### config.mk
export PLATFORM = sky130hd
export DESIGN_NAME = cc_banks_bist
export DESIGN_NICKNAME = d
export VERILOG_FILES = /design/src/rtl/mem_pkg.sv /design/src/rtl/cc_banks_bist_chk.sv /design/src/rtl/cc_banks_bist.sv
export SDC_FILE = /design/constraint.sdc
export NUM_CORES = 1
export LEC_CHECK = 0
export CAP_MARGIN = 10
export CORE_AREA = 8 8 282 148
export DETAILED_ROUTE_END_ITERATION = 10
export DIE_AREA = 0 0 290 156
export GPL_TIMING_DRIVEN = 0
export PLACE_DENSITY = 0.67
export SYNTH_ARGS = -nofsm -noshare
export SYNTH_HDL_FRONTEND = slang
export SYNTH_SLANG_ARGS = --single-unit
### constraint.sdc
create_clock -name RW0_clk -period 5.62 [get_ports RW0_clk]
set_clock_uncertainty 0.2 [all_clocks]
set_input_delay 1.124 -clock RW0_clk [delete_from_list [all_inputs] [get_ports RW0_clk]]
set_output_delay 1.124 -clock RW0_clk [all_outputs]
set_load 0.005 [all_outputs]
### src/rtl/mem_pkg.sv
// Shared types for the cache bank BIST: March C- element and controller state encodings,
// plus small helpers describing each element's direction and data polarity.
package mem_pkg;

    typedef enum logic [2:0] {
        M0,
        M1,
        M2,
        M3,
        M4,
        M5
    } march_elem_e;

    typedef enum logic [2:0] {
        ST_IDLE,
        ST_WR_ONLY,
        ST_RD,
        ST_WR,
        ST_RD_ONLY,
        ST_FLUSH,
        ST_DONE
    } bist_state_e;

    localparam logic BIST_MODE_MARCH = 1'b0;
    localparam logic BIST_MODE_FILL  = 1'b1;

    function automatic logic elem_descending(input march_elem_e e);
        return e inside {M3, M4, M5};
    endfunction

    function automatic march_elem_e elem_next(input march_elem_e e);
        march_elem_e n;
        n = M0;
        unique case (e)
            M0: n = M1;
            M1: n = M2;
            M2: n = M3;
            M3: n = M4;
            M4: n = M5;
            default: n = M5;
        endcase
        return n;
    endfunction

    // 1 selects the inverted background for the element's write / read half.
    function automatic logic elem_write_inv(input march_elem_e e);
        return e inside {M1, M3};
    endfunction

    function automatic logic elem_read_inv(input march_elem_e e);
        return e inside {M2, M4};
    endfunction

endpackage

### src/rtl/cc_banks_bist_chk.sv
// Read-data checker: tracks the expected word of each read for one cycle, compares it
// with the bank's returned data and captures the first miscompare until cleared.
module cc_banks_bist_chk #(
    parameter int ADDR_W = 13,
    parameter int DATA_W = 64
) (
    input  logic              clk,
    input  logic              rst_n,
    input  logic              clear,
    input  logic              cmd_rd,
    input  logic [ADDR_W-1:0] cmd_addr,
    input  logic [DATA_W-1:0] cmd_exp,
    input  logic [DATA_W-1:0] rdata,
    output logic              mis,
    output logic              fail,
    output logic [ADDR_W-1:0] fail_addr,
    output logic [DATA_W-1:0] fail_rdata
);

    logic              pend_q, pend_d;
    logic [ADDR_W-1:0] pend_addr_q, pend_addr_d;
    logic [DATA_W-1:0] exp_q, exp_d;
    logic              fail_q, fail_d;
    logic [ADDR_W-1:0] fail_addr_q, fail_addr_d;
    logic [DATA_W-1:0] fail_rdata_q, fail_rdata_d;

    always_comb begin
        pend_d       = cmd_rd;
        pend_addr_d  = cmd_rd ? cmd_addr : pend_addr_q;
        exp_d        = cmd_rd ? cmd_exp : exp_q;
        mis          = pend_q && (rdata != exp_q);
        fail_d       = fail_q;
        fail_addr_d  = fail_addr_q;
        fail_rdata_d = fail_rdata_q;
        // Only the first miscompare of a run is recorded; the address survives a clear.
        if (clear) begin
            fail_d = 1'b0;
        end else if (mis && !fail_q) begin
            fail_d       = 1'b1;
            fail_addr_d  = pend_addr_q;
            fail_rdata_d = rdata;
        end
    end

    always_ff @(posedge clk or negedge rst_n) begin
        if (!rst_n) begin
            pend_q       <= 1'b0;
            pend_addr_q  <= '0;
            exp_q        <= '0;
            fail_q       <= 1'b0;
            fail_addr_q  <= '0;
            fail_rdata_q <= '0;
        end else begin
            pend_q       <= pend_d;
            pend_addr_q  <= pend_addr_d;
            exp_q        <= exp_d;
            fail_q       <= fail_d;
            fail_addr_q  <= fail_addr_d;
            fail_rdata_q <= fail_rdata_d;
        end
    end

    assign fail       = fail_q;
    assign fail_addr  = fail_addr_q;
    assign fail_rdata = fail_rdata_q;

endmodule

### src/rtl/cc_banks_bist.sv
// BIST / initialisation master for one single-port cache bank: runs March C- or a plain
// background fill over the RW0 port and reports the first read miscompare.
module cc_banks_bist
    import mem_pkg::*;
#(
    parameter int ADDR_W = 13,
    parameter int DATA_W = 64
) (
    input  logic              RW0_clk,
    input  logic              RW0_rst_n,
    input  logic              start,
    input  logic              mode,
    input  logic [DATA_W-1:0] pattern,
    output logic              busy,
    output logic              done,
    output logic              fail,
    output logic [ADDR_W-1:0] fail_addr,
    output logic [DATA_W-1:0] fail_rdata,
    output logic [ADDR_W-1:0] RW0_addr,
    output logic              RW0_en,
    output logic              RW0_wmode,
    output logic [DATA_W-1:0] RW0_wdata,
    input  logic [DATA_W-1:0] RW0_rdata
);

    localparam logic [ADDR_W-1:0] ADDR_MAX = '1;
    localparam logic [ADDR_W-1:0] ADDR_ONE = ADDR_W'(1);

    bist_state_e       state_q, state_d;
    march_elem_e       elem_q, elem_d;
    logic [ADDR_W-1:0] addr_q, addr_d;
    logic [DATA_W-1:0] pat_q, pat_d;
    logic              mode_q, mode_d;
    logic              busy_q, busy_d;
    logic              done_q, done_d;
    logic              en_q, en_d;
    logic              wr_q, wr_d;
    logic [DATA_W-1:0] wdata_q, wdata_d;

    logic              accept;
    logic              desc;
    logic              last_addr;
    logic              mis;
    logic              cmd_rd;
    logic [DATA_W-1:0] cmd_exp;

    assign accept    = (state_q == ST_IDLE) && start;
    assign desc      = elem_descending(elem_q);
    assign last_addr = desc ? (addr_q == '0) : (addr_q == ADDR_MAX);
    assign cmd_rd    = en_q && !wr_q;
    assign cmd_exp   = elem_read_inv(elem_q) ? ~pat_q : pat_q;

    // state_q/elem_q/addr_q always describe the command on the RW0 bus this cycle.
    always_comb begin
        state_d = state_q;
        elem_d  = elem_q;
        addr_d  = addr_q;
        pat_d   = pat_q;
        mode_d  = mode_q;
        unique case (state_q)
            ST_IDLE: begin
                if (start) begin
                    state_d = ST_WR_ONLY;
                    elem_d  = M0;
                    addr_d  = '0;
                    pat_d   = pattern;
                    mode_d  = mode;
                end
            end
            ST_WR_ONLY: begin
                if (addr_q == ADDR_MAX) begin
                    if (mode_q == BIST_MODE_FILL) begin
                        state_d = ST_DONE;
                    end else begin
                        state_d = ST_RD;
                        elem_d  = M1;
                        addr_d  = '0;
                    end
                end else begin
                    addr_d = addr_q + ADDR_ONE;
                end
            end
            ST_RD: begin
                state_d = ST_WR;
            end
            ST_WR: begin
                if (!last_addr) begin
                    state_d = ST_RD;
                    addr_d  = desc ? addr_q - ADDR_ONE : addr_q + ADDR_ONE;
                end else if (elem_q == M4) begin
                    state_d = ST_RD_ONLY;
                    elem_d  = M5;
                    addr_d  = ADDR_MAX;
                end else begin
                    state_d = ST_RD;
                    elem_d  = elem_next(elem_q);
                    addr_d  = elem_descending(elem_next(elem_q)) ? ADDR_MAX : '0;
                end
            end
            ST_RD_ONLY: begin
                if (addr_q == '0) begin
                    state_d = ST_FLUSH;
                end else begin
                    addr_d = addr_q - ADDR_ONE;
                end
            end
            ST_FLUSH: begin
                state_d = ST_DONE;
            end
            ST_DONE: begin
                state_d = ST_IDLE;
            end
            default: begin
                state_d = ST_IDLE;
            end
        endcase
        // A miscompare lets the command already on the bus finish, then stops the run.
        if (mis && (state_q inside {ST_RD, ST_WR, ST_RD_ONLY, ST_FLUSH})) begin
            state_d = ST_DONE;
        end
        en_d    = state_d inside {ST_WR_ONLY, ST_RD, ST_WR, ST_RD_ONLY};
        wr_d    = state_d inside {ST_WR_ONLY, ST_WR};
        wdata_d = wr_d ? (elem_write_inv(elem_d) ? ~pat_d : pat_d) : '0;
        busy_d  = en_d || (state_d == ST_FLUSH);
        done_d  = (state_d == ST_DONE);
    end

    always_ff @(posedge RW0_clk or negedge RW0_rst_n) begin
        if (!RW0_rst_n) begin
            state_q <= ST_IDLE;
            elem_q  <= M0;
            addr_q  <= '0;
            pat_q   <= '0;
            mode_q  <= BIST_MODE_MARCH;
            busy_q  <= 1'b0;
            done_q  <= 1'b0;
            en_q    <= 1'b0;
            wr_q    <= 1'b0;
            wdata_q <= '0;
        end else begin
            state_q <= state_d;
            elem_q  <= elem_d;
            addr_q  <= addr_d;
            pat_q   <= pat_d;
            mode_q  <= mode_d;
            busy_q  <= busy_d;
            done_q  <= done_d;
            en_q    <= en_d;
            wr_q    <= wr_d;
            wdata_q <= wdata_d;
        end
    end

    cc_banks_bist_chk #(
        .ADDR_W(ADDR_W),
        .DATA_W(DATA_W)
    ) u_chk (
        .clk       (RW0_clk),
        .rst_n     (RW0_rst_n),
        .clear     (accept),
        .cmd_rd    (cmd_rd),
        .cmd_addr  (addr_q),
        .cmd_exp   (cmd_exp),
        .rdata     (RW0_rdata),
        .mis       (mis),
        .fail      (fail),
        .fail_addr (fail_addr),
        .fail_rdata(fail_rdata)
    );

    assign busy      = busy_q;
    assign done      = done_q;
    assign RW0_addr  = addr_q;
    assign RW0_en    = en_q;
    assign RW0_wmode = wr_q;
    assign RW0_wdata = wdata_q;

endmodule
Yosys cells after proc, flatten, opt, wreduce, memory -nomap -nowiden. Cells that the tools add are included.

Bits in registers: 308. Input bits: 132. Word-level logic and storage cells: 105.

Add/sub/neg operators: 2. Equal/unequal tests: 26. Muxes and demuxes: 35. Bitwise operators: 3. Reduce and logical (&&, ||, !) cells: 23.

Operators with widths (count): 64-bit 2-to-1 mux (5); 64-bit NOT (2); 13-bit 2-to-1 mux (8); 64-bit inequality test (1); 13-bit case mux with 4 select lines (1); 3-bit 2-to-1 mux (15); 3-bit equality test (second input constant) (9); 3-bit by 2-bit equality test with 1-bit output (second input constant) (8); 3-bit case mux with 6 select lines (1); 13-bit by 1-bit adder with 13-bit output (second input constant) (1); 13-bit equality test (second input constant) (1); 13-bit zero test (1); 13-bit by 1-bit subtractor with 13-bit output (second input constant) (1); 3-bit by 1-bit equality test with 1-bit output (second input constant) (4); 3-bit case mux with 4 select lines (1); 4-bit nonzero test (3); 3-bit case mux with 3 select lines (1); 2-bit nonzero test (4); 3-bit zero test (2); 3-bit nonzero test (2); 1-bit logical AND (5); 2-bit inequality test (second input constant) (2); 2-bit AND reduction (2); 4-bit AND reduction (1); other kinds (5) (8).

Depth between registers and ports, before layout.
Word-level depth: 11. Depth in mapped cells: 11. Gate-level depth less buffers: 8.

By module. Synthesis repeated with hierarchy kept, for this count alone.

Cell total of the unflattened synthesis: 1177. Area total of the unflattened synthesis: 14481.4 um2.

Modules (own cells, without submodules): cc_banks_bist (instances 1, cells each 760, area each 8002.7 um2); cc_banks_bist_chk (instances 1, cells each 417, area each 6478.7 um2).

Worst setup path after synthesis. No wires, ideal clock.

Path kind: input-to-reg. Start point: input RW0_rdata[17]. End point: register u_chk.fail_rdata_q[33] (netlist: u_chk.fail_rdata[33]). Data arrival time: 3223 ps. Path slack: 2072 ps. Stages: 9. Buffers on the path: 3. Cells stage by stage: xor2_1 -> nor4_1 -> nand4_1 -> nor4_1 -> or4_1 -> clkbuf_1 -> buf_1 -> buf_2 -> mux2_2.

Cells in the longest elaborated chain, start to end: 4.

Ends and longest elaborated chain: start: declaration (line cc_banks_bist.sv:23) `input logic [DATA_W-1:0] RW0_rdata`; 64-bit inequality test (line cc_banks_bist_chk.sv:31) `mis = pend_q && (rdata != exp_q);`; 1-bit logical AND (line cc_banks_bist_chk.sv:31); 1-bit logical AND (line cc_banks_bist_chk.sv:38) `end else if (mis && !fail_q) begin`; 2-bit AND reduction (no source line); end signal: assignment (line cc_banks_bist_chk.sv:59) `fail_rdata_q <= fail_rdata_d;`; end: declaration (line cc_banks_bist_chk.sv:25) `logic [DATA_W-1:0] fail_rdata_q, fail_rdata_d;`.

No other way between the ends. A chain may end at the register's enable or synchronous reset.

Final worst setup path.
Start point: input RW0_rdata[52]. End point: register u_chk.fail_rdata_q[38] (netlist: u_chk.fail_rdata[38]).

The elaborated chain is that of the path after synthesis.

==> results_dict.tcl <==
set metrics [dict create \
    outcome "finished, final reports clean" \
    r2r_cells 9 \
    instances_no_fill 2131 \
    avgSynthCellArea_um2 11.6 \
    gp_congestion 0.883 \
    die_y_um 156 \
    crit_start "RW0_rdata[52]" \
    crit_fanout 10 \
    cts_tree "yes" \
    use_met1_pct 34.4 \
    postCtsHoldBufs 0 \
    coreArea_um2 38000 \
    hp-class "reg -> reg" \
    grt_start_max_net_pins 116 \
    synth_warnings 0 \
    die_area_um2 45200 \
    layout.nets 1736 \
    post-route-drc-count 0 \
    vias_per_cell 5.45 \
    powerDensity_nw_per_um2 468 \
    dr.first_iter.drc_count 881 \
    hpwl_mm 40.8 \
    clock_sinks 308 \
    avgRoutedWirePerCell_um 24.7 \
    worstReg2RegEnd "u_chk.fail_rdata[38]" \
    ys_ff_latch 308 \
    grt_pass1_wl_mm 78.8 \
    die_w_um 290 \
    vias 11600 \
    crit_path_end_kind "flop" \
    antenna_found_initial 7 \
    synthFlopType "dfrtp_1" \
    nFillCells 3350 \
    rows 51 \
    seq_power_share_pct 41.5 \
    finalHoldViolations 0 \
    drive_gt1_share_pct 18.3 \
    swShare_pct 32.1 \
    top_usage_layer "met1" \
    r2r_setup_slack_ns 1.01 \
    grt_pass1_vias 11800 \
    irDropWorstVdd_mv 0.270 \
    drtAntennaViolNets 0 \
    numPortBuffers 290 \
    dr.pass1.iters 6 \
    post-route-period-util_pct 92.1 \
    place_inst 2072 \
    cap_violations 0 \
    cp.arrival_ns 5.44 \
    postSynthNetCount 1411 \
    clockBufferDepth 3 \
    cts_resized 0 \
    clock_power_share_pct 23.5 \
    rsz0062_at_grt "false" \
    fmax_ghz 0.193 \
    comb_power_share_pct 35.0 \
    syn-cell-area_um2 14800 \
    initial_core_util_pct 39.1 \
    p_int_uw 6190 \
    power_switching_uw 2930 \
    grt_util_all_layers_pct 22.8 \
    finalCriticalPeriod_ns 5.17 \
    grt_use_met3_pct 6.41 \
    htree_levels 1 \
    postCtsSetupRepairBufs 0 \
    cp-endpoint "u_chk.fail_rdata[38]" \
    worst_pin_slew_ns 1.38 \
    clk_pin_slew_worst_paths_ns 0.07 \
    clock_latency_ns 0.59 \
    setup_viol_count_final 0 \
    io_pins 291 \
    p_leak_uw 0.00810 \
    start_kind "input pin" \
    worstPathRequired_ns 5.89 \
    use_met2_pct 31.9 \
    slew_violations 0 \
    overflow 0 \
    utilization_pct 51.3 \
    path_class "in -> reg" \
    clock-root-buffer "clkbuf_16" \
    numCtsBuffers 30 \
    drt_wl_total_mm 52.7 \
    area_growth_pct 31.3 \
    synth_cell_types 64 \
    seq_area_frac_synth_pct 52.0 \
    worstReg2RegStart "u_chk.exp_q[31]" \
    async_reset_ff_share_pct 100 \
    synthCells 1276 \
    relSlewSlack_pct 7.19 \
    synth-edff-count 0 \
]
through the flow:
step	cell area [um2]	total power, uW	hold WS (ns)	setup slack (ns)	setup TNS (ns)
2_1_floorplan	14800	5170	0.242	2.07	0
3_3_place_gp	18400	6930	0.256	-10.26	-3140.06
3_5_place_dp	18400	6990	0.263	-0.107	-2.05
4_1_cts	19500	9160	0.279	0.511	0
5_1_grt	19500	9610	0.306	0.270	0
6_report	19500	9110	0.277	0.446	0
worst min-delay path by stage:
stage | start | to | slack, ns | depth (start not counted)
2_1_floorplan | u_chk.pend_addr_q[10] | u_chk.pend_addr_q[10] | 0.24 | 2
3_3_place_gp | u_chk.pend_addr_q[3] | u_chk.pend_addr_q[3] | 0.26 | 2
3_5_place_dp | u_chk.pend_addr_q[3] | u_chk.pend_addr_q[3] | 0.26 | 2
4_1_cts | u_chk.pend_addr_q[10] | u_chk.pend_addr_q[10] | 0.28 | 2
5_1_grt | u_chk.pend_addr_q[11] | u_chk.pend_addr_q[11] | 0.31 | 2
6_report | u_chk.pend_addr_q[3] | u_chk.pend_addr_q[3] | 0.28 | 2
sequential cells by signal (all words and copies together), names as in the netlist:
register	cells
RW0_addr	13
pat_q	64
u_chk.pend_q	1
done	1
u_chk.fail_addr	13
u_chk.exp_q	64
mode_q	1
elem_q	3
u_chk.fail	1
RW0_en	1
u_chk.pend_addr_q	13
RW0_wmode	1
u_chk.fail_rdata	64
busy	1
RW0_wdata	64
state_q	3
cells in the mapped netlist, drive strengths merged (5+ instances only):
cell type  number  area [um2]
dfrtp         308        7710
mux2          141        1590
nand2         103         387
o21ai          92         460
xnor2          72         631
a211oi         67         803
clkbuf         66         248
o211ai         65         488
o21bai         65         488
xor2           65         569
buf            39         233
nor2           30         113
nor4           22         144
a21oi          13        68.8
inv            13        48.8
nor3           12        60.1
nand3          10        50.1
nand2b          9        56.3
nand4           8        50.1
nor2b           7        43.8
or4             5        41.3
metal layers:
| layer | routed length [um] | up-vias |
|---|---|---|
| li1 | - | 5255 |
| met1 | 25900 | 5823 |
| met2 | 21300 | 442 |
| met3 | 4260 | 83 |
| met4 | 1180 | 6 |
| met5 | 37 | - |
kinds of logic after synthesis:
family                     Yosys count  share of synthesized area [%]
muxes                              142                           10.8
AOI/OAI and AO/OA                  346                           18.2
DFF                                308                           52.0
xor gates and xnor gates           137                           8.09
adders and majority gates            3                          0.253
and+or+nand+nor                    222                           7.19
buffers and inverters              118                           3.57
critical path: stages:
cell	delay, ns
clkdlybuf4s50_1	0.48
xor2_1	0.17
nor4_1	0.42
nand4_1	0.21
nor4_1	1.03
or4_1	0.22
clkbuf_1	0.30
buf_1	0.68
buf_2	0.41
mux2_2	0.38
power groups by stage:
stage	Clock, uW	Sequential (uW)	Combinational, uW
after global routing	2260	3880	3460
after detailed placement	0	3810	3180
after global placement	0	3790	3140
final	2140	3780	3190
after CTS	2180	3770	3210
after floorplan	0	3610	1560
layout make-up:
cell class,instances,area [um2],area share (%)
clock buffers,39,825,4.23
clock inverters,16,204,1.05
flip-flops and latches,308,7710,39.6
diodes,4,10.0,0.0514
well taps,503,629,3.23
multi-input cells,850,6600,33.9
plain buffers,105,480,2.47
repair buffers,293,2970,15.3
inverters,13,48.8,0.251
cells in the final DEF, fill, tap and decap left out, types with 4 or more instances in the layout:
cell type / synthesis / routed
a211oi_2: 60 / 60
o211ai_1: 65 / 65
buf_6: 7 / 8
xor2_1: 65 / 65
nor2b_1: 7 / 7
xnor2_1: 72 / 72
buf_2: 24 / 24
diode_2: 0 / 4
or4_1: 4 / 4
nand4_1: 8 / 8
clkbuf_1: 66 / 71
o21bai_1: 65 / 65
a211oi_1: 7 / 7
mux2_2: 141 / 141
a21oi_1: 12 / 12
nor3_1: 12 / 11
nor3b_1: 4 / 4
nand2_1: 103 / 103
inv_1: 13 / 13
dfrtp_1: 308 / 308
nand2b_1: 9 / 9
clkdlybuf4s50_1: 0 / 289
o21ai_0: 91 / 91
clkbuf_16: 0 / 30
nand3_1: 10 / 10
clkinv_2: 0 / 7
bufinv_16: 0 / 4
nor2_1: 30 / 30
nor4_1: 21 / 21
buf_1: 7 / 7
clkbuf_8: 0 / 4
Power figures use the tool's default switching activity.
